--- src/rtl/matrix_pkg.sv ---
// -----------------------------------------------------------------------------
// matrix_pkg
//   Constants and types shared by the matrix printer (and the command parser).
//   Contents: element/address widths, dimension limit, ASCII constants,
//   printer FSM states, the decimal-digit record and helpers that turn it into
//   characters.
// -----------------------------------------------------------------------------
package matrix_pkg;

  localparam int ELEM_W  = 8;
  localparam int ADDR_W  = 5;
  localparam int MAX_DIM = 5;
  localparam int HDR_LEN = 5;  // "M N\r\n"

  localparam logic [7:0] ASCII_SPACE = 8'h20;
  localparam logic [7:0] ASCII_CR    = 8'h0D;
  localparam logic [7:0] ASCII_LF    = 8'h0A;
  localparam logic [7:0] ASCII_ZERO  = 8'h30;
  localparam logic [7:0] ASCII_MINUS = 8'h2D;

  typedef enum logic [3:0] {
    ST_IDLE,
    ST_HDR,
    ST_FETCH,
    ST_RDWAIT,
    ST_EMIT,
    ST_SEP,
    ST_CR,
    ST_LF,
    ST_DONE
  } state_t;

  // Decimal breakdown of one element; ndigits counts significant digits (1..3).
  typedef struct packed {
    logic       neg;
    logic [3:0] hund;
    logic [3:0] tens;
    logic [3:0] ones;
    logic [1:0] ndigits;
  } digits_t;

  function automatic logic [7:0] ascii_digit(input logic [3:0] d);
    return ASCII_ZERO + {4'd0, d};
  endfunction

  // Number of characters an element prints as (optional sign plus digits).
  function automatic logic [2:0] elem_len(input digits_t d);
    return {2'b00, d.neg} + {1'b0, d.ndigits};
  endfunction

  // Character at position pos of an element's text. Leading zeros are skipped
  // by offsetting into the fixed hund/tens/ones triple.
  function automatic logic [7:0] elem_char(input digits_t d, input logic [2:0] pos);
    logic [2:0] k;
    if (d.neg && pos == 3'd0) return ASCII_MINUS;
    k = pos - {2'b00, d.neg} + (3'd3 - {1'b0, d.ndigits});
    case (k)
      3'd0:    return ascii_digit(d.hund);
      3'd1:    return ascii_digit(d.tens);
      default: return ascii_digit(d.ones);
    endcase
  endfunction

endpackage

--- src/rtl/uart_matrix_printer_if.sv ---
// -----------------------------------------------------------------------------
// uart_matrix_printer_if
//   Bundles the printer's matrix-storage read port and its byte stream to
//   uart_tx.
//   rd_addr/rd_en (printer -> storage), rd_data (storage -> printer, valid the
//   cycle after rd_en), tx_data/tx_valid (printer -> uart_tx), tx_ready
//   (uart_tx -> printer).
//   master: printer side. slave: storage + uart_tx side.
// -----------------------------------------------------------------------------
interface uart_matrix_printer_if #(
  parameter int ELEM_W = 8,
  parameter int ADDR_W = 5
);
  logic [ADDR_W-1:0] rd_addr;
  logic              rd_en;
  logic [ELEM_W-1:0] rd_data;
  logic [7:0]        tx_data;
  logic              tx_valid;
  logic              tx_ready;

  modport master (
    output rd_addr, rd_en, tx_data, tx_valid,
    input  rd_data, tx_ready
  );

  modport slave (
    input  rd_addr, rd_en, tx_data, tx_valid,
    output rd_data, tx_ready
  );
endinterface

--- src/rtl/dec_digits8.sv ---
// -----------------------------------------------------------------------------
// dec_digits8
//   Combinational split of an 8-bit element into sign, decimal digits and the
//   count of significant digits.
//   Ports: value (in, 8) element; digits (out, digits_t) breakdown.
//   MATRIX_PRINT_SIGNED_EN: value is two's complement; digits describe |value|
//   and neg flags a negative input. Otherwise value is unsigned, neg is 0.
// -----------------------------------------------------------------------------
module dec_digits8 import matrix_pkg::*; (
  input  logic [7:0] value,
  output digits_t    digits
);

  logic [7:0] mag;

  always_comb begin
    digits = '0;
`ifdef MATRIX_PRINT_SIGNED_EN
    digits.neg = value[7];
    // -128 negates to 8'h80, which read unsigned is the required 128.
    mag = value[7] ? (~value + 8'd1) : value;
`else
    digits.neg = 1'b0;
    mag = value;
`endif
    digits.hund = 4'(mag / 8'd100);
    digits.tens = 4'((mag / 8'd10) % 8'd10);
    digits.ones = 4'(mag % 8'd10);
    if (digits.hund != 4'd0)      digits.ndigits = 2'd3;
    else if (digits.tens != 4'd0) digits.ndigits = 2'd2;
    else                          digits.ndigits = 2'd1;
  end

endmodule

--- src/rtl/uart_matrix_printer.sv ---
// -----------------------------------------------------------------------------
// uart_matrix_printer
//   Prints one stored matrix as ASCII: "M N\r\n" then M rows of N decimal
//   elements separated by single spaces, each row ended by "\r\n".
//   Ports: clk, rst_n (async, active-low); start (1-cycle pulse, ignored while
//   busy); dim_m/dim_n (sampled on accepted start, clamped to MAX_DIM);
//   busy (accepted start .. done); done (1-cycle pulse after final LF);
//   bus (master): storage read port and tx byte stream.
//   MATRIX_PRINT_SIGNED_EN: elements print as signed values (see dec_digits8).
// -----------------------------------------------------------------------------
module uart_matrix_printer #(
  parameter int ELEM_W  = matrix_pkg::ELEM_W,
  parameter int ADDR_W  = matrix_pkg::ADDR_W,
  parameter int MAX_DIM = matrix_pkg::MAX_DIM
) (
  input  logic                  clk,
  input  logic                  rst_n,
  input  logic                  start,
  input  logic [2:0]            dim_m,
  input  logic [2:0]            dim_n,
  output logic                  busy,
  output logic                  done,
  uart_matrix_printer_if.master bus
);
  import matrix_pkg::*;

  state_t            state_q, state_d;
  logic [2:0]        m_q, m_d, n_q, n_d, row_q, row_d, col_q, col_d, idx_q, idx_d;
  digits_t           elem_q, elem_d, dec;
  logic [7:0]        tx_data_q, tx_data_d;
  logic              tx_valid_q, tx_valid_d, rd_en_q, rd_en_d;
  logic              busy_q, busy_d, done_q, done_d;
  logic [ADDR_W-1:0] rd_addr_q, rd_addr_d;
  logic [ELEM_W-1:0] rd_word;
  logic              accept;

  function automatic logic [2:0] clamp_dim(input logic [2:0] d);
    return (int'(d) > MAX_DIM) ? 3'(MAX_DIM) : d;
  endfunction

  function automatic logic [ADDR_W-1:0] elem_addr(input logic [2:0] r, c, n);
    return ADDR_W'(r) * ADDR_W'(n) + ADDR_W'(c);
  endfunction

  function automatic logic [7:0] hdr_char(input logic [2:0] i, m, n);
    case (i)
      3'd0:    return ascii_digit({1'b0, m});
      3'd1:    return ASCII_SPACE;
      3'd2:    return ascii_digit({1'b0, n});
      3'd3:    return ASCII_CR;
      default: return ASCII_LF;
    endcase
  endfunction

  assign rd_word = bus.rd_data;

  dec_digits8 u_dec (
    .value  (rd_word[7:0]),
    .digits (dec)
  );

  assign accept       = tx_valid_q && bus.tx_ready;
  assign bus.tx_data  = tx_data_q;
  assign bus.tx_valid = tx_valid_q;
  assign bus.rd_en    = rd_en_q;
  assign bus.rd_addr  = rd_addr_q;
  assign busy         = busy_q;
  assign done         = done_q;

  // Each state loads the next byte only on the cycle the current one is
  // accepted, so tx_data/tx_valid hold steady across any tx_ready stall.
  always_comb begin
    // NOTE: every signal gets its default before the case so no path can
    // leave one unassigned and infer a latch.
    state_d    = state_q;
    m_d        = m_q;
    n_d        = n_q;
    row_d      = row_q;
    col_d      = col_q;
    idx_d      = idx_q;
    elem_d     = elem_q;
    tx_data_d  = tx_data_q;
    tx_valid_d = tx_valid_q;
    rd_addr_d  = rd_addr_q;
    busy_d     = busy_q;
    rd_en_d    = 1'b0;
    done_d     = 1'b0;

    unique case (state_q)
      ST_IDLE: if (start) begin
        m_d        = clamp_dim(dim_m);
        n_d        = clamp_dim(dim_n);
        row_d      = 3'd0;
        col_d      = 3'd0;
        tx_data_d  = hdr_char(3'd0, clamp_dim(dim_m), clamp_dim(dim_n));
        tx_valid_d = 1'b1;
        idx_d      = 3'd1;
        busy_d     = 1'b1;
        state_d    = ST_HDR;
      end
      ST_HDR: if (accept) begin
        if (idx_q < 3'(HDR_LEN)) begin
          tx_data_d = hdr_char(idx_q, m_q, n_q);
          idx_d     = idx_q + 3'd1;
        end else begin
          tx_valid_d = 1'b0;
          if (m_q == 3'd0 || n_q == 3'd0) begin
            done_d  = 1'b1;
            state_d = ST_DONE;
          end else begin
            rd_en_d   = 1'b1;
            rd_addr_d = '0;
            state_d   = ST_FETCH;
          end
        end
      end
      ST_FETCH: state_d = ST_RDWAIT;
      ST_RDWAIT: begin
        elem_d     = dec;
        tx_data_d  = elem_char(dec, 3'd0);
        tx_valid_d = 1'b1;
        idx_d      = 3'd1;
        state_d    = ST_EMIT;
      end
      ST_EMIT: if (accept) begin
        if (idx_q < elem_len(elem_q)) begin
          tx_data_d = elem_char(elem_q, idx_q);
          idx_d     = idx_q + 3'd1;
        end else if (col_q != n_q - 3'd1) begin
          tx_data_d = ASCII_SPACE;
          state_d   = ST_SEP;
        end else begin
          tx_data_d = ASCII_CR;
          state_d   = ST_CR;
        end
      end
      ST_SEP: if (accept) begin
        tx_valid_d = 1'b0;
        col_d      = col_q + 3'd1;
        rd_en_d    = 1'b1;
        rd_addr_d  = elem_addr(row_q, col_q + 3'd1, n_q);
        state_d    = ST_FETCH;
      end
      ST_CR: if (accept) begin
        tx_data_d = ASCII_LF;
        state_d   = ST_LF;
      end
      ST_LF: if (accept) begin
        tx_valid_d = 1'b0;
        if (row_q != m_q - 3'd1) begin
          row_d     = row_q + 3'd1;
          col_d     = 3'd0;
          rd_en_d   = 1'b1;
          rd_addr_d = elem_addr(row_q + 3'd1, 3'd0, n_q);
          state_d   = ST_FETCH;
        end else begin
          done_d  = 1'b1;
          state_d = ST_DONE;
        end
      end
      // busy stays high through the done cycle, so a start here is ignored.
      ST_DONE: begin
        busy_d  = 1'b0;
        state_d = ST_IDLE;
      end
      default: state_d = ST_IDLE;
    endcase
  end

  // NOTE: state registers use non-blocking assignments so every flop samples
  // the pre-edge values regardless of block evaluation order.
  always_ff @(posedge clk or negedge rst_n) begin
    if (!rst_n) begin
      state_q    <= ST_IDLE;
      m_q        <= '0;
      n_q        <= '0;
      row_q      <= '0;
      col_q      <= '0;
      idx_q      <= '0;
      elem_q     <= '0;
      tx_data_q  <= '0;
      tx_valid_q <= 1'b0;
      rd_en_q    <= 1'b0;
      rd_addr_q  <= '0;
      busy_q     <= 1'b0;
      done_q     <= 1'b0;
    end else begin
      state_q    <= state_d;
      m_q        <= m_d;
      n_q        <= n_d;
      row_q      <= row_d;
      col_q      <= col_d;
      idx_q      <= idx_d;
      elem_q     <= elem_d;
      tx_data_q  <= tx_data_d;
      tx_valid_q <= tx_valid_d;
      rd_en_q    <= rd_en_d;
      rd_addr_q  <= rd_addr_d;
      busy_q     <= busy_d;
      done_q     <= done_d;
    end
  end

endmodule

--- src/flat_wrapper.sv ---
// flat-port wrapper written by rule: the top's interface ports become plain ports
module uart_matrix_printer_flat import matrix_pkg::*;
#(
  parameter int ELEM_W  = matrix_pkg::ELEM_W,
  parameter int ADDR_W  = matrix_pkg::ADDR_W,
  parameter int MAX_DIM = matrix_pkg::MAX_DIM
)
  (clk, rst_n, start, dim_m, dim_n, busy, done, bus_rd_addr, bus_rd_en, bus_tx_data, bus_tx_valid, bus_rd_data, bus_tx_ready);
  uart_matrix_printer_if #(.ELEM_W(ELEM_W), .ADDR_W(ADDR_W)) bus_i ();
  input  logic clk;
  input  logic rst_n;
  input  logic start;
  input  logic [2:0] dim_m;
  input  logic [2:0] dim_n;
  output logic busy;
  output logic done;
  output wire logic [$bits(bus_i.rd_addr)-1:0] bus_rd_addr;
  output wire logic [$bits(bus_i.rd_en)-1:0] bus_rd_en;
  output wire logic [$bits(bus_i.tx_data)-1:0] bus_tx_data;
  output wire logic [$bits(bus_i.tx_valid)-1:0] bus_tx_valid;
  input wire logic [$bits(bus_i.rd_data)-1:0] bus_rd_data;
  input wire logic [$bits(bus_i.tx_ready)-1:0] bus_tx_ready;
  assign bus_rd_addr = bus_i.rd_addr;
  assign bus_rd_en = bus_i.rd_en;
  assign bus_tx_data = bus_i.tx_data;
  assign bus_tx_valid = bus_i.tx_valid;
  assign bus_i.rd_data = bus_rd_data;
  assign bus_i.tx_ready = bus_tx_ready;
  uart_matrix_printer #(.ELEM_W(ELEM_W), .ADDR_W(ADDR_W), .MAX_DIM(MAX_DIM)) u_core (.clk(clk), .rst_n(rst_n), .start(start), .dim_m(dim_m), .dim_n(dim_n), .busy(busy), .done(done), .bus(bus_i));
endmodule
--- config.mk ---
export PLATFORM = sky130hd
export DESIGN_NAME = uart_matrix_printer_flat
export DESIGN_NICKNAME = d
export VERILOG_FILES = /design/src/rtl/matrix_pkg.sv /design/src/rtl/uart_matrix_printer_if.sv /design/src/rtl/dec_digits8.sv /design/src/rtl/uart_matrix_printer.sv /design/src/flat_wrapper.sv
export SDC_FILE = /design/constraint.sdc
export NUM_CORES = 1
export LEC_CHECK = 0
export ABC_CLOCK_PERIOD_IN_PS = 3800
export BUFFER_PORTS_ARGS = -buffer_cell sky130_fd_sc_hd__buf_4
export CAP_MARGIN = 25
export CORE_MARGIN = 8
export CORE_UTILIZATION = 50
export DETAILED_ROUTE_END_ITERATION = 10
export PLACE_DENSITY = 0.78
export SLEW_MARGIN = 20
export SYNTH_ARGS = -nofsm -noshare
export SYNTH_HDL_FRONTEND = slang
export SYNTH_SLANG_ARGS = --single-unit
--- constraint.sdc ---
create_clock -name clk -period 3.8 [get_ports clk]
set_input_delay 0 -clock clk [delete_from_list [all_inputs] [get_ports clk]]
set_output_delay 0 -clock clk [all_outputs]
set_load 0.005 [all_outputs]
-- Yosys cells after proc, flatten, opt, wreduce, memory -nomap -nowiden
Index checks and enable logic that the tools add are counted.
Widths: inputs -> output; s select.
- register bits after elaboration: 50
- input bits: 18
- output and inout port bits: 17
- logic and storage cells: 172
- $add $sub $neg: 18
- multipliers: 2
- div/mod/pow operators: 4
- magnitude comparators: 4
- equal/unequal tests: 28
- muxes and demuxes: 73
- reduce and logical (&&, ||, !) cells: 27
- operator list (kind ; count):
    $mux 8 ; 8
    $add 6x4->7 const A ; 6
    $mux 4 ; 10
    $pmux 8 s5 ; 1
    $mux 3 ; 13
    $pmux 4 s8 ; 1
    $pmux 8 s2 ; 2
    $pmux 8 s4 ; 1
    $mux 5 ; 6
    $add 6x3->7 const A ; 3
    $mux 1 ; 19
    $ne 2x1->1 const B ; 9
    $eq 4x3->1 const B ; 4
    $mod 8x4->8 const B ; 2
    $reduce_bool 4->1 ; 4
    $logic_not 3->1 ; 5
    $pmux 5 s3 ; 1
    $pmux 3 s4 ; 1
    $reduce_and 6->1 ; 2
    $mul 3x3->5 ; 2
    $reduce_and 5->1 ; 2
    $add 3x1->3 const B ; 3
    $eq 3x1->1 const B ; 3
    $pmux 3 s3 ; 1
    other kinds (32) ; 47

-- Depth between registers and ports, before layout
Gate-level depths: netlist (run 1).
- depth after elaboration: 10
- mapped depth: 16
- gate-level depth less buffers: 14

-- Cells and area by module
Synthesis (run 1) repeated with hierarchy kept, for this count alone.
- cells, all modules: 602
- area total of the unflattened synthesis: 4778.3 um^2
- by module, submodules not included (module ; instances ; cells an instance ; area an instance (um^2) ; seq. area each (um^2)):
    uart_matrix_printer ; 1 ; 420 ; 3614.7 ; 1226.2
    dec_digits8 ; 1 ; 182 ; 1163.6 ; 0.0

-- Worst setup path after synthesis (run 1)
No wires, ideal clock.
- kind: input-to-reg
- start point: input port bus_rd_data[4]
- end point: register u_core.tx_data_q[2] (netlist: u_core.bus.tx_data[2])
- library setup time: 0.082 ns
- arrival: 2.838 ns
- data required time: 3.718 ns
- slack: 0.880 ns
- stages on the path: 16
- path buffers: 2
- cell sequence: buf_4 buf_4 o21bai_1 a211o_1 nand2_4 ha_1 nand2_1 or3_4 nor3_2 a21oi_1 xnor2_1 ha_1 nand2_1 or3_1 and3_1 o22ai_1
- longest elaborated chain between the ends: 10
- elaborated cells between the ends (all ways): 17
- RTL lines (element ; RTL line ; text):
    start, declared ; flat_wrapper.sv:21 ; input wire logic [$bits(bus_i.rd_data)-1:0] bus_rd_data;
    $div 8x4->8 ; dec_digits8.sv:27 ; digits.tens = 4'((mag / 8'd10) % 8'd10);
    $mod 8x4->8 ; dec_digits8.sv:27 ;
    $reduce_bool 4->1 ; dec_digits8.sv:30 ; else if (digits.tens != 4'd0) digits.ndigits = 2'd2;
    $mux 2 ; dec_digits8.sv:30 ;
    $mux 2 ; dec_digits8.sv:29 ; if (digits.hund != 4'd0) digits.ndigits = 2'd3;
    $sub 2x2->3 ; matrix_pkg.sv:56 ; k = pos - {2'b00, d.neg} + (3'd3 - {1'b0, d.ndigits});
    $eq 3x1->1 / $logic_not 3->1 (equally long branches) ; matrix_pkg.sv:57 ; case (k)
    $pmux 8 s2 * ; matrix_pkg.sv:57 ;
    $mux 8 * ; matrix_pkg.sv:56 ;
    $pmux 8 s5 * ; uart_matrix_printer.sv:89 ; unique case (state_q)
    end signal, assigned ; uart_matrix_printer.sv:195 ; tx_data_q <= tx_data_d;
    end, declared ; uart_matrix_printer.sv:30 ; logic [7:0] tx_data_q, tx_data_d;
Mark *: on every way between the ends. The rest lies on a longest branch, timed or not. The select of a mux whose other input is x is not followed.
A chain may end at the register's enable or synchronous reset.

-- Worst setup path in the final report (run 1)
- start point: register u_core.row_q[0]
- end point: register u_core.rd_addr_q[4] (netlist: u_core.bus.rd_addr[4])
- longest elaborated chain between the ends: 5
- elaborated cells between the ends (all ways): 11
- RTL lines (element ; RTL line ; text):
    start, declared ; uart_matrix_printer.sv:28 ; logic [2:0] m_q, m_d, n_q, n_d, row_q, row_d, col_q, col_d, idx_q, idx_d;
    start signal, assigned ; uart_matrix_printer.sv:191 ; row_q <= row_d;
    $add 3x1->3 ; uart_matrix_printer.sv:154 ; rd_addr_d = elem_addr(row_q + 3'd1, 3'd0, n_q);
    $mul 3x3->5 ; uart_matrix_printer.sv:42 ; return ADDR_W'(r) * ADDR_W'(n) + ADDR_W'(c);
    $mux 5 ; uart_matrix_printer.sv:150 ; if (row_q != m_q - 3'd1) begin
    $mux 5 ; uart_matrix_printer.sv:148 ; ST_LF: if (accept) begin
    $pmux 5 s3 ; uart_matrix_printer.sv:89 ;
    end signal, assigned ; uart_matrix_printer.sv:198 ; rd_addr_q <= rd_addr_d;
    end, declared ; uart_matrix_printer.sv:33 ; logic [ADDR_W-1:0] rd_addr_q, rd_addr_d;
Several ways; a longest one is shown, not always the timed one. The select of a mux whose other input is x is not followed.

==> flow_metrics.env, run 1 <==
export IMPL_part_of_the_yosys_area_used_for_sequential_elements=0.276
export IMPL_ys_top_cells_by_area="sky130_fd_sc_hd__dfrtp_1 (28%), sky130_fd_sc_hd__ha_1 (8.7%), sky130_fd_sc_hd__nand2_1 (6.8%)"
export IMPL_fp_dieH_um=107
export IMPL_timing_critical_path_buf_inv=1
export IMPL_placed_cells=617
export IMPL_yosysUniqueCellTypes=83
export IMPL_grt_start_max_net_pins=47
export IMPL_vdd_ir_drop_worst_mv=0.181
export IMPL_post_synth_top_area_cell="sky130_fd_sc_hd__dfrtp_1"
export IMPL_clk_latency_worst_skew_pair_ns=0.30
export IMPL_seqCellArea_um2=1150
export IMPL_timing_max_transition_violations_final=0
export IMPL_finalWorstPathRequiredPeriod_ns=3.03
export IMPL_finalNetCount=577
export IMPL_wire_length_of_the_first_global_routing_pass_um=17500
export IMPL_cp_cell_sequence="ha_1, xor2_1, nand2_1, fa_1, inv_1, ha_1, fa_1, xor2_1, xnor2_1, o211ai_1, o21ai_0"
export IMPL_die_area_um2=11500
export IMPL_htree_num_levels=2
export IMPL_synthDominantCellAreaShare=0.276
export IMPL_rsz0062_at_grt="false"
export IMPL_synth_flop_cell="sky130_fd_sc_hd__dfrtp_1"
export IMPL_number_of_antenna_violations_at_the_first_check_in_global_routing=0
export IMPL_ys_async_sr_fraction=1.00
export IMPL_commonest_cells_post_synth="sky130_fd_sc_hd__nand2_1 (76), sky130_fd_sc_hd__dfrtp_1 (46), sky130_fd_sc_hd__o21ai_0 (42), sky130_fd_sc_hd__ha_1 (29), sky130_fd_sc_hd__inv_1 (29)"
export IMPL_synth_enable_flop_cells=0
export IMPL_synth_avg_cell_area_um2=8.24
export IMPL_antenna_cells=0
export IMPL_total_wire_length_after_detailed_routing_um=10400
export IMPL_drive_above_1_share=0.139
export IMPL_critPathSlowestCell="sky130_fd_sc_hd__dfrtp_1"
export IMPL_fmax_mhz=330
export IMPL_hold_class="in -> reg"
export IMPL_estimated_wirelength_of_the_detail_placed_design_um=8020
export IMPL_initialDrtViolationCount=181
export IMPL_final_core_utilization=0.563
export IMPL_final_standard_cell_count_with_taps_included_and_fillers_excluded=631
export IMPL_synth_ff_latch_count=46
export IMPL_start_util=0.513
export IMPL_portBuffers=32
export IMPL_cts_buffers_inserted=5
export IMPL_power_density_nw_per_um2=235
export IMPL_worst_pin_slew_ns=0.806
export IMPL_cts_root_buf="sky130_fd_sc_hd__clkbuf_8"
export IMPL_drcViolationCount=0
export IMPL_path_class="reg -> reg"
export IMPL_worstPathRequired_ns=4.02
export IMPL_global_route_usage_total=0.184
export IMPL_result_of_the_run="complete, no violations"
export IMPL_post_cts_repair_setup_buffers=0
export IMPL_vias_per_cell=6.00
export IMPL_multi_input_combinational_cell_area_um2=2740
export IMPL_slew_limit_headroom=0.458
export IMPL_area_growth_syn_to_layout_pct=9.93
export IMPL_crit_path_start_kind="flop"
export IMPL_leakagePower_nw=2.06
export IMPL_dieWidth_um=107
export IMPL_setup_tns_ns=0
export IMPL_clock_skew_final_ns=0.00469
export IMPL_global_route_overflow_total=0
export IMPL_synthesis_instances=506
export IMPL_max_clock_path_buffers=2
export IMPL_final_fill_count=729
export IMPL_io_pin_count=35
export IMPL_routed_wire_length_per_instance_um=16.5
export IMPL_fp_row_count=33
export IMPL_first_global_vias=3680
export IMPL_syn_cell_area_um2=4170
export IMPL_timing_max_cap_violations=0
export IMPL_setup_viol_count_final=0
export IMPL_worstPathMaxFanout=10
export IMPL_clock_sinks=46
export IMPL_critPathTopFamily="adder cells"
export IMPL_tritoncts="built"
export IMPL_fin_crit_sh=0.797
export IMPL_yosys_cell_count_top_type="sky130_fd_sc_hd__nand2_1"
export IMPL_core_area_um2=8130
export IMPL_dr_pass1_iters=4
export IMPL_clk_pin_slew_ns=0.09
export IMPL_finalHoldViolCount=0
export IMPL_critPathMaxStageDelay_ns=0.57
export IMPL_critical_path_endpoint_type="flop"
export IMPL_routabilityCongestion=0.884
export IMPL_drt_antenna_violating_nets=0
export IMPL_yosys_warnings=0
export IMPL_worst_endpoint_arrival_ns=3.25
export IMPL_number_of_vias_in_the_routed_layout=3786
metal layers:
layer	routed length (um)	global-route usage	share of wire
met1	4480	0.223	0.43
met2	5060	0.316	0.49
met5	0	0	0
met3	478	0.0269	0.046
met4	367	0.0844	0.035
worst paths after layout:
kind                                   from                     to  slack, ns  cells past startpoint
setup reg to reg            u_core.row_q[0]  u_core.bus.rd_addr[4]       0.77                     11
setup / recovery            u_core.row_q[0]  u_core.bus.rd_addr[4]       0.77                     11
min in group asynchronous             rst_n  u_core.bus.rd_addr[3]       0.25                      2
hold / removal                        start            u_core.busy       0.01                      3
hold reg to reg            u_core.elem_q[7]       u_core.elem_q[7]       0.49                      2
max in group asynchronous             rst_n       u_core.elem_q[8]       3.17                      2
logic make-up (layout without fill, tap and decap cells):
logic type	after synthesis	in the layout	synth area share
fa+ha+maj	34	34	0.111
other cells	1	2	0.000899
xor+xnor	21	21	0.0441
mux	11	11	0.0279
buf+inv	62	81	0.0675
compound gates	142	142	0.236
simple gates	189	189	0.236
flops	46	46	0.276
where the power goes:
part | internal, W | switching, W
Clock | 0.000201 | 0.000181
Combinational | 0.0000830 | 0.000122
Sequential | 0.000490 | 0.000000363
final cells by class:
cell class | instances | share of cell area
Multi-Input combinational cell | 399 | 0.598
Tap cell | 105 | 0.0287
Timing Repair Buffer | 41 | 0.0704
Clock inverter | 3 | 0.0104
Inverter | 32 | 0.0265
Sequential cell | 46 | 0.251
Clock buffer | 5 | 0.0150
flip-flops by register name, summed over array words and instances, names as in the netlist:
register	flops
u_core.bus.rd_addr	5
u_core.bus.rd_en	1
u_core.bus.tx_data	6
u_core.bus.tx_valid	1
u_core.busy	1
u_core.col_q	3
u_core.done	1
u_core.elem_q	12
u_core.idx_q	3
u_core.m_q	3
u_core.n_q	3
u_core.row_q	3
u_core.state_q	4
through the flow:
| stage | hold slack, ns | total power (W) | setup slack, ns | cell area [um2] |
|---|---|---|---|---|
| 2_1_floorplan | -0.296 | 0.000646 | 0.880 | 4170 |
| 3_3_place_gp | 0.0406 | 0.000694 | 0.786 | 4410 |
| 3_5_place_dp | 0.0476 | 0.000698 | 0.662 | 4410 |
| 4_1_cts | 0.00562 | 0.00108 | 0.771 | 4580 |
| 5_1_grt | 0.0300 | 0.00112 | 0.540 | 4580 |
| 6_report | 0.00974 | 0.00108 | 0.771 | 4580 |
tightest hold or removal path, stage by stage:
cell	delay, ns
sky130_fd_sc_hd__buf_4	0.11
sky130_fd_sc_hd__a21oi_1	0.06
sky130_fd_sc_hd__a21oi_1	0.11
layout by cell type, fill, tap and decap left out, types with 3 or more instances in the layout:
cell type                       netlist  routed
sky130_fd_sc_hd__nor2_1              23      23
sky130_fd_sc_hd__mux2_2               5       5
sky130_fd_sc_hd__or3_1                5       5
sky130_fd_sc_hd__ha_1                29      29
sky130_fd_sc_hd__inv_1               29      29
sky130_fd_sc_hd__nand3_1             11      11
sky130_fd_sc_hd__fa_1                 5       5
sky130_fd_sc_hd__a22oi_1              3       3
sky130_fd_sc_hd__clkbuf_8             0       5
sky130_fd_sc_hd__o211ai_1             4       4
sky130_fd_sc_hd__o21ai_0             42      42
sky130_fd_sc_hd__nor3_1              11      11
sky130_fd_sc_hd__o31ai_1              7       7
sky130_fd_sc_hd__a21oi_1             26      26
sky130_fd_sc_hd__or3b_1               3       3
sky130_fd_sc_hd__dfrtp_1             46      46
sky130_fd_sc_hd__a211oi_1             4       4
sky130_fd_sc_hd__o22ai_1              4       4
sky130_fd_sc_hd__buf_4                8      35
sky130_fd_sc_hd__a31oi_1              6       6
sky130_fd_sc_hd__o21a_1               8       8
sky130_fd_sc_hd__nor2b_1              5       5
sky130_fd_sc_hd__dlygate4sd3_1        0       6
sky130_fd_sc_hd__and2_1              12      12
sky130_fd_sc_hd__xor2_1               4       4
sky130_fd_sc_hd__nand3b_1             5       5
sky130_fd_sc_hd__nand2b_1             8       8
sky130_fd_sc_hd__nand4_1              3       3
sky130_fd_sc_hd__mux2i_1              6       6
sky130_fd_sc_hd__nand2_1             76      76
sky130_fd_sc_hd__and3_1               3       3
sky130_fd_sc_hd__o221ai_1             3       3
sky130_fd_sc_hd__xnor2_1             17      17
timing repair:
action,in CTS,in global routing
gates resized for setup,0,0
setup endpoints to repair,0,0
endpoints found under the hold margin,52,0
hold buffers,6,0
(Power assumes the default switching activity.)
==> run 2: changes to the inputs <==
--- a/config.mk
+++ b/config.mk
@@ -5,7 +5,7 @@
 export SDC_FILE = /design/constraint.sdc
 export NUM_CORES = 1
 export LEC_CHECK = 0
-export ABC_CLOCK_PERIOD_IN_PS = 3800
+export ABC_CLOCK_PERIOD_IN_PS = 3100
 export BUFFER_PORTS_ARGS = -buffer_cell sky130_fd_sc_hd__buf_4
 export CAP_MARGIN = 25
 export CORE_MARGIN = 8
==> constraint.sdc (replaced) <==
create_clock -name clk -period 3.1 [get_ports clk]
set_input_delay 0 -clock clk [delete_from_list [all_inputs] [get_ports clk]]
set_output_delay 0 -clock clk [all_outputs]
set_load 0.005 [all_outputs]
==> run 2 against run 1 <==
  * Sequential cell count did not move
  * Non-clock buffer count rose by 10
  * Critical path depth did not move
  * Largest cell class unchanged
  * Final cell count rose by 1.6%
  * Sequential share of layout area fell by 0.38 points
  * Worst setup slack got worse by 0.56 ns
  * Hold slack got worse by 0.0013 ns
  * Combinational power rose by 22%
  * Core utilization rose by 0.92 points
  * Sequential power rose by 23%
  * First-iteration DRC count did not move
  * Clock skew rose by 0.012 ns
==> flow_metrics.env, run 2 (synthesis gave the netlist of run 1 again) <==
export IMPL_result_of_the_run="complete, no violations"
export IMPL_dr_pass1_iters=4
export IMPL_tritoncts="built"
export IMPL_clk_pin_slew_ns=0.10
export IMPL_reg2reg_depth=11
export IMPL_final_fill_count=729
export IMPL_critPathSlowestCell="sky130_fd_sc_hd__dfrtp_2"
export IMPL_timing_max_cap_violations=0
export IMPL_dieWidth_um=107
export IMPL_post_cts_repair_setup_buffers=0
export IMPL_worstPathMaxFanout=10
export IMPL_routed_wire_length_per_instance_um=16.2
export IMPL_start_util=0.513
export IMPL_grt_start_max_net_pins=47
export IMPL_cts_root_buf="sky130_fd_sc_hd__clkbuf_8"
export IMPL_clk_latency_worst_skew_pair_ns=0.31
export IMPL_initialDrtViolationCount=181
export IMPL_area_growth_syn_to_layout_pct=11.7
export IMPL_antenna_cells=0
export IMPL_timing_critical_path_from="u_core.row_q[0]"
export IMPL_fin_crit_sh=0.931
export IMPL_r2r_start="u_core.row_q[0]"
export IMPL_portBuffers=32
export IMPL_drcViolationCount=0
export IMPL_cp_cell_sequence="ha_1, xor2_1, nand2_1, fa_1, inv_1, ha_1, fa_1, xor2_1, xnor2_1, o211ai_1, o21ai_0"
export IMPL_fp_dieH_um=107
export IMPL_post_place_cell_area_um2=4470
export IMPL_io_pin_count=35
export IMPL_crit_path_start_kind="flop"
export IMPL_finalPower_w=0.00132
export IMPL_power_density_nw_per_um2=284
export IMPL_setup_tns_ns=0
export IMPL_final_cell_area_um2=4660
export IMPL_rsz0062_at_grt="false"
export IMPL_wire_length_of_the_first_global_routing_pass_um=17500
export IMPL_worst_pin_slew_ns=0.777
export IMPL_vias_per_cell=5.97
export IMPL_global_route_overflow_total=0
export IMPL_largest_register_ff_count=12
export IMPL_worstPathRequired_ns=3.29
export IMPL_finalHoldViolCount=0
export IMPL_mostFrequentLayoutCell="sky130_fd_sc_hd__nand2_1"
export IMPL_number_of_vias_in_the_routed_layout=3826
export IMPL_worstHoldStart="start"
export IMPL_layout_common_cells="sky130_fd_sc_hd__nand2_1 (76), sky130_fd_sc_hd__dfrtp_1 (45), sky130_fd_sc_hd__buf_4 (44), sky130_fd_sc_hd__o21ai_0 (42)"
export IMPL_global_route_usage_total=0.184
export IMPL_path_class="reg -> reg"
export IMPL_routabilityCongestion=0.909
export IMPL_vdd_ir_drop_worst_mv=0.160
export IMPL_max_clock_path_buffers=2
export IMPL_worst_endpoint_arrival_ns=3.08
export IMPL_fmax_mhz=347
export IMPL_hold_depth=3
export IMPL_largest_register="u_core.elem_q"
export IMPL_core_area_um2=8130
export IMPL_critical_path_endpoint_type="flop"
export IMPL_setup_viol_count_final=0
export IMPL_clock_skew_final_ns=0.0164
export IMPL_finalNetCount=587
export IMPL_total_wire_length_after_detailed_routing_um=10400
export IMPL_die_area_um2=11500
export IMPL_estimated_wirelength_of_the_detail_placed_design_um=8050
export IMPL_htree_num_levels=2
export IMPL_timing_max_transition_violations_final=0
export IMPL_critPathMaxStageDelay_ns=0.49
export IMPL_first_global_vias=3753
export IMPL_fp_row_count=33
export IMPL_hold_class="in -> reg"
export IMPL_drt_antenna_violating_nets=0
export IMPL_number_of_antenna_violations_at_the_first_check_in_global_routing=0
export IMPL_clock_sinks=46
export IMPL_leakagePower_nw=2.10
export IMPL_finalWorstPathRequiredPeriod_ns=2.89
export IMPL_drive_above_1_share=0.155
export IMPL_cts_buffers_inserted=5
export IMPL_slew_limit_headroom=0.479
-- run 2: cell types whose count changed in the layout (fill, tap and decap cells not counted), sizes merged --
cell / before / now
dlygate4sd3: 6 / 7
buf: 35 / 44
clkinv: 2 / 3
inv: 32 / 31
-- run 2: final cells by class --
type / instances / area [um2] / area share
clock buffers: 5 / 68.8 / 0.0148
clock inverters: 3 / 43.8 / 0.00940
inverters: 32 / 121 / 0.0261
multi-input cells: 399 / 2740 / 0.588
flip-flops and latches: 46 / 1150 / 0.247
well taps: 105 / 131 / 0.0282
repair buffers: 51 / 400 / 0.0860
-- run 2: what timing repair did --
item | 4_1_cts | 5_1_grt
resized for setup | 0 | 1
hold buffers | 7 | 0
endpoints found under the setup margin | 0 | 1
hold endpoints to repair | 52 | 0
-- run 2: layer usage --
metal	wire length [um]	GRT usage	part of all wire	vias up
met5	0	0	0	-
met4	315	0.0744	0.030	0
met3	536	0.0275	0.051	25
met2	5280	0.325	0.51	117
met1	4280	0.219	0.41	1828
li1	-	-	-	1856
-- run 2: critical path: cells and delay by family (launching register included) --
kind	cells	cell delay (ns)
fa+ha+maj	4	1.31
xor+xnor	3	0.52
flops	1	0.49
compound gates	2	0.29
simple gates	1	0.10
buf+inv	1	0.05
-- run 2: path summary, 6_finish.rpt --
check / end / slack, ns
max in group asynchronous: u_core.elem_q[10] / 2.45
max reg2reg: u_core.bus.rd_addr[4] / 0.21
min in group asynchronous: u_core.bus.rd_addr[4] / 0.22
min reg2reg: u_core.elem_q[5] / 0.48
max: u_core.bus.rd_addr[4] / 0.21
min: u_core.busy / 0.008
-- run 2: per-stage QoR --
| stage | util | cells | hold slack (ns) | setup WS [ns] |
|---|---|---|---|---|
| 2_1_floorplan | - | 507 | -0.296 | 0.180 |
| 3_3_place_gp | 0.550 | 626 | 0.0437 | 0.190 |
| 3_5_place_dp | 0.550 | 626 | 0.0523 | 0.110 |
| 4_1_cts | 0.573 | 641 | 0.00893 | 0.101 |
| 5_1_grt | 0.573 | 641 | 0.0151 | 0.0725 |
| 6_report | 0.573 | 641 | 0.00849 | 0.214 |
-- run 2: where the power goes --
| group | leakage, nW | switching, W | total (W) | internal [W] |
|---|---|---|---|---|
| Sequential | 0.541 | 0.000000534 | 0.000601 | 0.000600 |
| Clock | 0.0585 | 0.000228 | 0.000470 | 0.000242 |
| Combinational | 1.50 | 0.000149 | 0.000251 | 0.000102 |
==> run 3: changes to the inputs <==
==> constraint.sdc (replaced) <==
create_clock -name clk -period 3.1 [get_ports clk]
set_input_delay 0.31 -clock clk [delete_from_list [all_inputs] [get_ports clk]]
set_output_delay 0.31 -clock clk [all_outputs]
set_load 0.005 [all_outputs]
==> run 3 against run 2 <==
  * The flow now finishes with violations (hold timing)
  * Worst setup slack worse by 0.011 ns
  * Clock-buffer cell count unchanged
  * Fmax down 0.39%
  * Global-route usage is 0.11 points higher
  * Sequential share of layout area is essentially flat
  * Largest power group unchanged
  * First-iteration DRC count is 46% higher
  * Register-to-register slack about the same
  * Critical path depth unchanged
==> flow_metrics.env, run 3 (synthesis gave the netlist of run 1 again) <==
export IMPL_result_of_the_run="finished with violations"
export IMPL_failed_checks="hold timing"
export IMPL_dr_pass1_iters=7
export IMPL_routed_wire_length_per_instance_um=16.7
export IMPL_slew_limit_headroom=0.460
export IMPL_cts_hold_buf=0
export IMPL_finalWorstPathRequiredPeriod_ns=2.90
export IMPL_finalHoldViolCount=8
export IMPL_setup_tns_ns=0
export IMPL_seqCellArea_um2=1150
export IMPL_crit_path_start_kind="flop"
export IMPL_critPathSlowestCell="sky130_fd_sc_hd__fa_1"
export IMPL_io_pin_count=35
export IMPL_fp_row_count=33
export IMPL_r2r_start="u_core.row_q[1]"
export IMPL_total_wire_length_after_detailed_routing_um=10700
export IMPL_rsz0062_at_grt="false"
export IMPL_final_fill_count=757
export IMPL_core_area_um2=8130
export IMPL_largest_register_ff_count=12
export IMPL_timing_max_cap_violations=0
export IMPL_vdd_ir_drop_worst_mv=0.177
export IMPL_final_core_utilization=0.574
export IMPL_final_cell_area_um2=4670
export IMPL_die_area_um2=11500
export IMPL_leakagePower_nw=2.10
export IMPL_worst_hold_slack_ns=-0.0143
export IMPL_initialDrtViolationCount=264
export IMPL_start_util=0.513
export IMPL_drcViolationCount=0
export IMPL_post_place_cell_area_um2=4560
export IMPL_drive_above_1_share=0.177
export IMPL_clk_pin_slew_ns=0.10
export IMPL_fmax_mhz=345
export IMPL_clock_skew_final_ns=0.0171
export IMPL_post_cts_resized=0
export IMPL_htree_num_levels=2
export IMPL_worst_pin_slew_ns=0.803
export IMPL_tritoncts="built"
export IMPL_timing_max_transition_violations_final=0
export IMPL_drt_antenna_violating_nets=0
export IMPL_first_global_vias=3624
export IMPL_worstPathRequired_ns=3.28
export IMPL_multi_input_combinational_cell_area_um2=2770
export IMPL_worst_endpoint_arrival_ns=3.07
export IMPL_vias_per_cell=5.86
export IMPL_finalNetCount=589
export IMPL_portBuffers=32
export IMPL_mostFrequentLayoutCell="sky130_fd_sc_hd__nand2_1"
export IMPL_estimated_wirelength_of_the_detail_placed_design_um=8430
export IMPL_reg2reg_setup_slack_ns=0.20
export IMPL_finalPower_w=0.00127
export IMPL_global_route_usage_total=0.186
export IMPL_path_class="reg -> reg"
export IMPL_setup_viol_count_final=0
export IMPL_cts_root_buf="sky130_fd_sc_hd__clkbuf_8"
export IMPL_grt_start_max_net_pins=47
export IMPL_area_growth_syn_to_layout_pct=11.9
export IMPL_power_density_nw_per_um2=272
export IMPL_clk_latency_worst_skew_pair_ns=0.31
export IMPL_routabilityCongestion=0.908
export IMPL_post_cts_repair_setup_buffers=0
export IMPL_worstPathMaxFanout=7
export IMPL_timing_critical_path_from="u_core.row_q[1]"
export IMPL_wire_length_of_the_first_global_routing_pass_um=17700
export IMPL_worstSetupEndpoint="u_core.bus.rd_addr[4]"
export IMPL_placed_cells=635
export IMPL_final_standard_cell_count_with_taps_included_and_fillers_excluded=643
export IMPL_largest_register="u_core.elem_q"
export IMPL_fp_dieH_um=107
export IMPL_global_route_overflow_total=0
export IMPL_dieWidth_um=107
export IMPL_max_clock_path_buffers=2
export IMPL_critPathMaxStageDelay_ns=0.49
export IMPL_number_of_vias_in_the_routed_layout=3766
export IMPL_clock_sinks=46
export IMPL_reg2reg_depth=11
export IMPL_critical_path_endpoint_type="flop"
export IMPL_cp_cell_sequence="ha_1, xor2_2, nand2_1, fa_1, inv_1, ha_1, fa_1, xor2_1, xnor2_1, o211ai_1, o21ai_0"
export IMPL_number_of_antenna_violations_at_the_first_check_in_global_routing=0
export IMPL_antenna_cells=0
export IMPL_fin_crit_sh=0.934
export IMPL_hold_class="in -> async"
export IMPL_cts_buffers_inserted=5
export IMPL_layout_common_cells="sky130_fd_sc_hd__nand2_1 (76), sky130_fd_sc_hd__buf_4 (53), sky130_fd_sc_hd__dfrtp_1 (45), sky130_fd_sc_hd__o21ai_0 (42), sky130_fd_sc_hd__inv_1 (29)"
export IMPL_timing_rr_end="u_core.bus.rd_addr[4]"
## run 3: power by group
| group | switching (W) | internal [W] |
|---|---|---|
| Sequential | 0.000000484 | 0.000600 |
| Clock | 0.000236 | 0.000162 |
| Combinational | 0.000155 | 0.000114 |
## run 3: final cells by class
cell class / instances / area share
inverter: 32 / 0.0260
sequential: 46 / 0.247
clock inverter: 3 / 0.00510
clock buffer: 5 / 0.0147
tap: 105 / 0.0282
timing repair buffer: 53 / 0.0853
multi-input combinational: 399 / 0.594
## run 3: worst max-delay path: cells and delay by family, from the launching register on
family | cells | cell delay (ns)
AND/OR/NAND/NOR | 1 | 0.09
adder cells (fa/ha/maj) | 4 | 1.33
buffers and inverters | 1 | 0.04
AO/OA/AOI/OAI | 2 | 0.33
XOR/XNOR | 3 | 0.49
flip-flops | 1 | 0.48
## run 3: metal layers
| metal | share of wire | up-vias | track usage | wire length (um) |
|---|---|---|---|---|
| li1 | - | 1857 | - | - |
| met1 | 0.43 | 1790 | 0.225 | 4560 |
| met2 | 0.51 | 100 | 0.330 | 5470 |
| met3 | 0.046 | 19 | 0.0323 | 491 |
| met4 | 0.017 | 0 | 0.0472 | 184 |
| met5 | 0 | - | 0 | 0 |
## run 3: per-stage QoR
step | hold slack [ns] | setup slack (ns)
global placement | 0.353 | 0.106
global route | 0.0346 | 0.0435
detailed placement | 0.363 | 0.0603
finish | -0.0143 | 0.203
floorplan | 0.0144 | 0.00757
CTS | 0.0218 | 0.0452
## run 3: worst min-delay path by stage
stage / slack [ns] / startpoint / endpoint / cells past startpoint
after global routing: 0.03 / rst_n / u_core.bus.rd_addr[3] / 1
after detailed placement: 0.36 / rst_n / u_core.bus.rd_addr[3] / 1
after floorplan: 0.01 / rst_n / u_core.bus.rd_addr[0] / 0
after global placement: 0.35 / rst_n / u_core.bus.rd_addr[3] / 1
after CTS: 0.02 / rst_n / u_core.bus.rd_addr[3] / 1
final: -0.01 / rst_n / u_core.bus.rd_addr[3] / 1
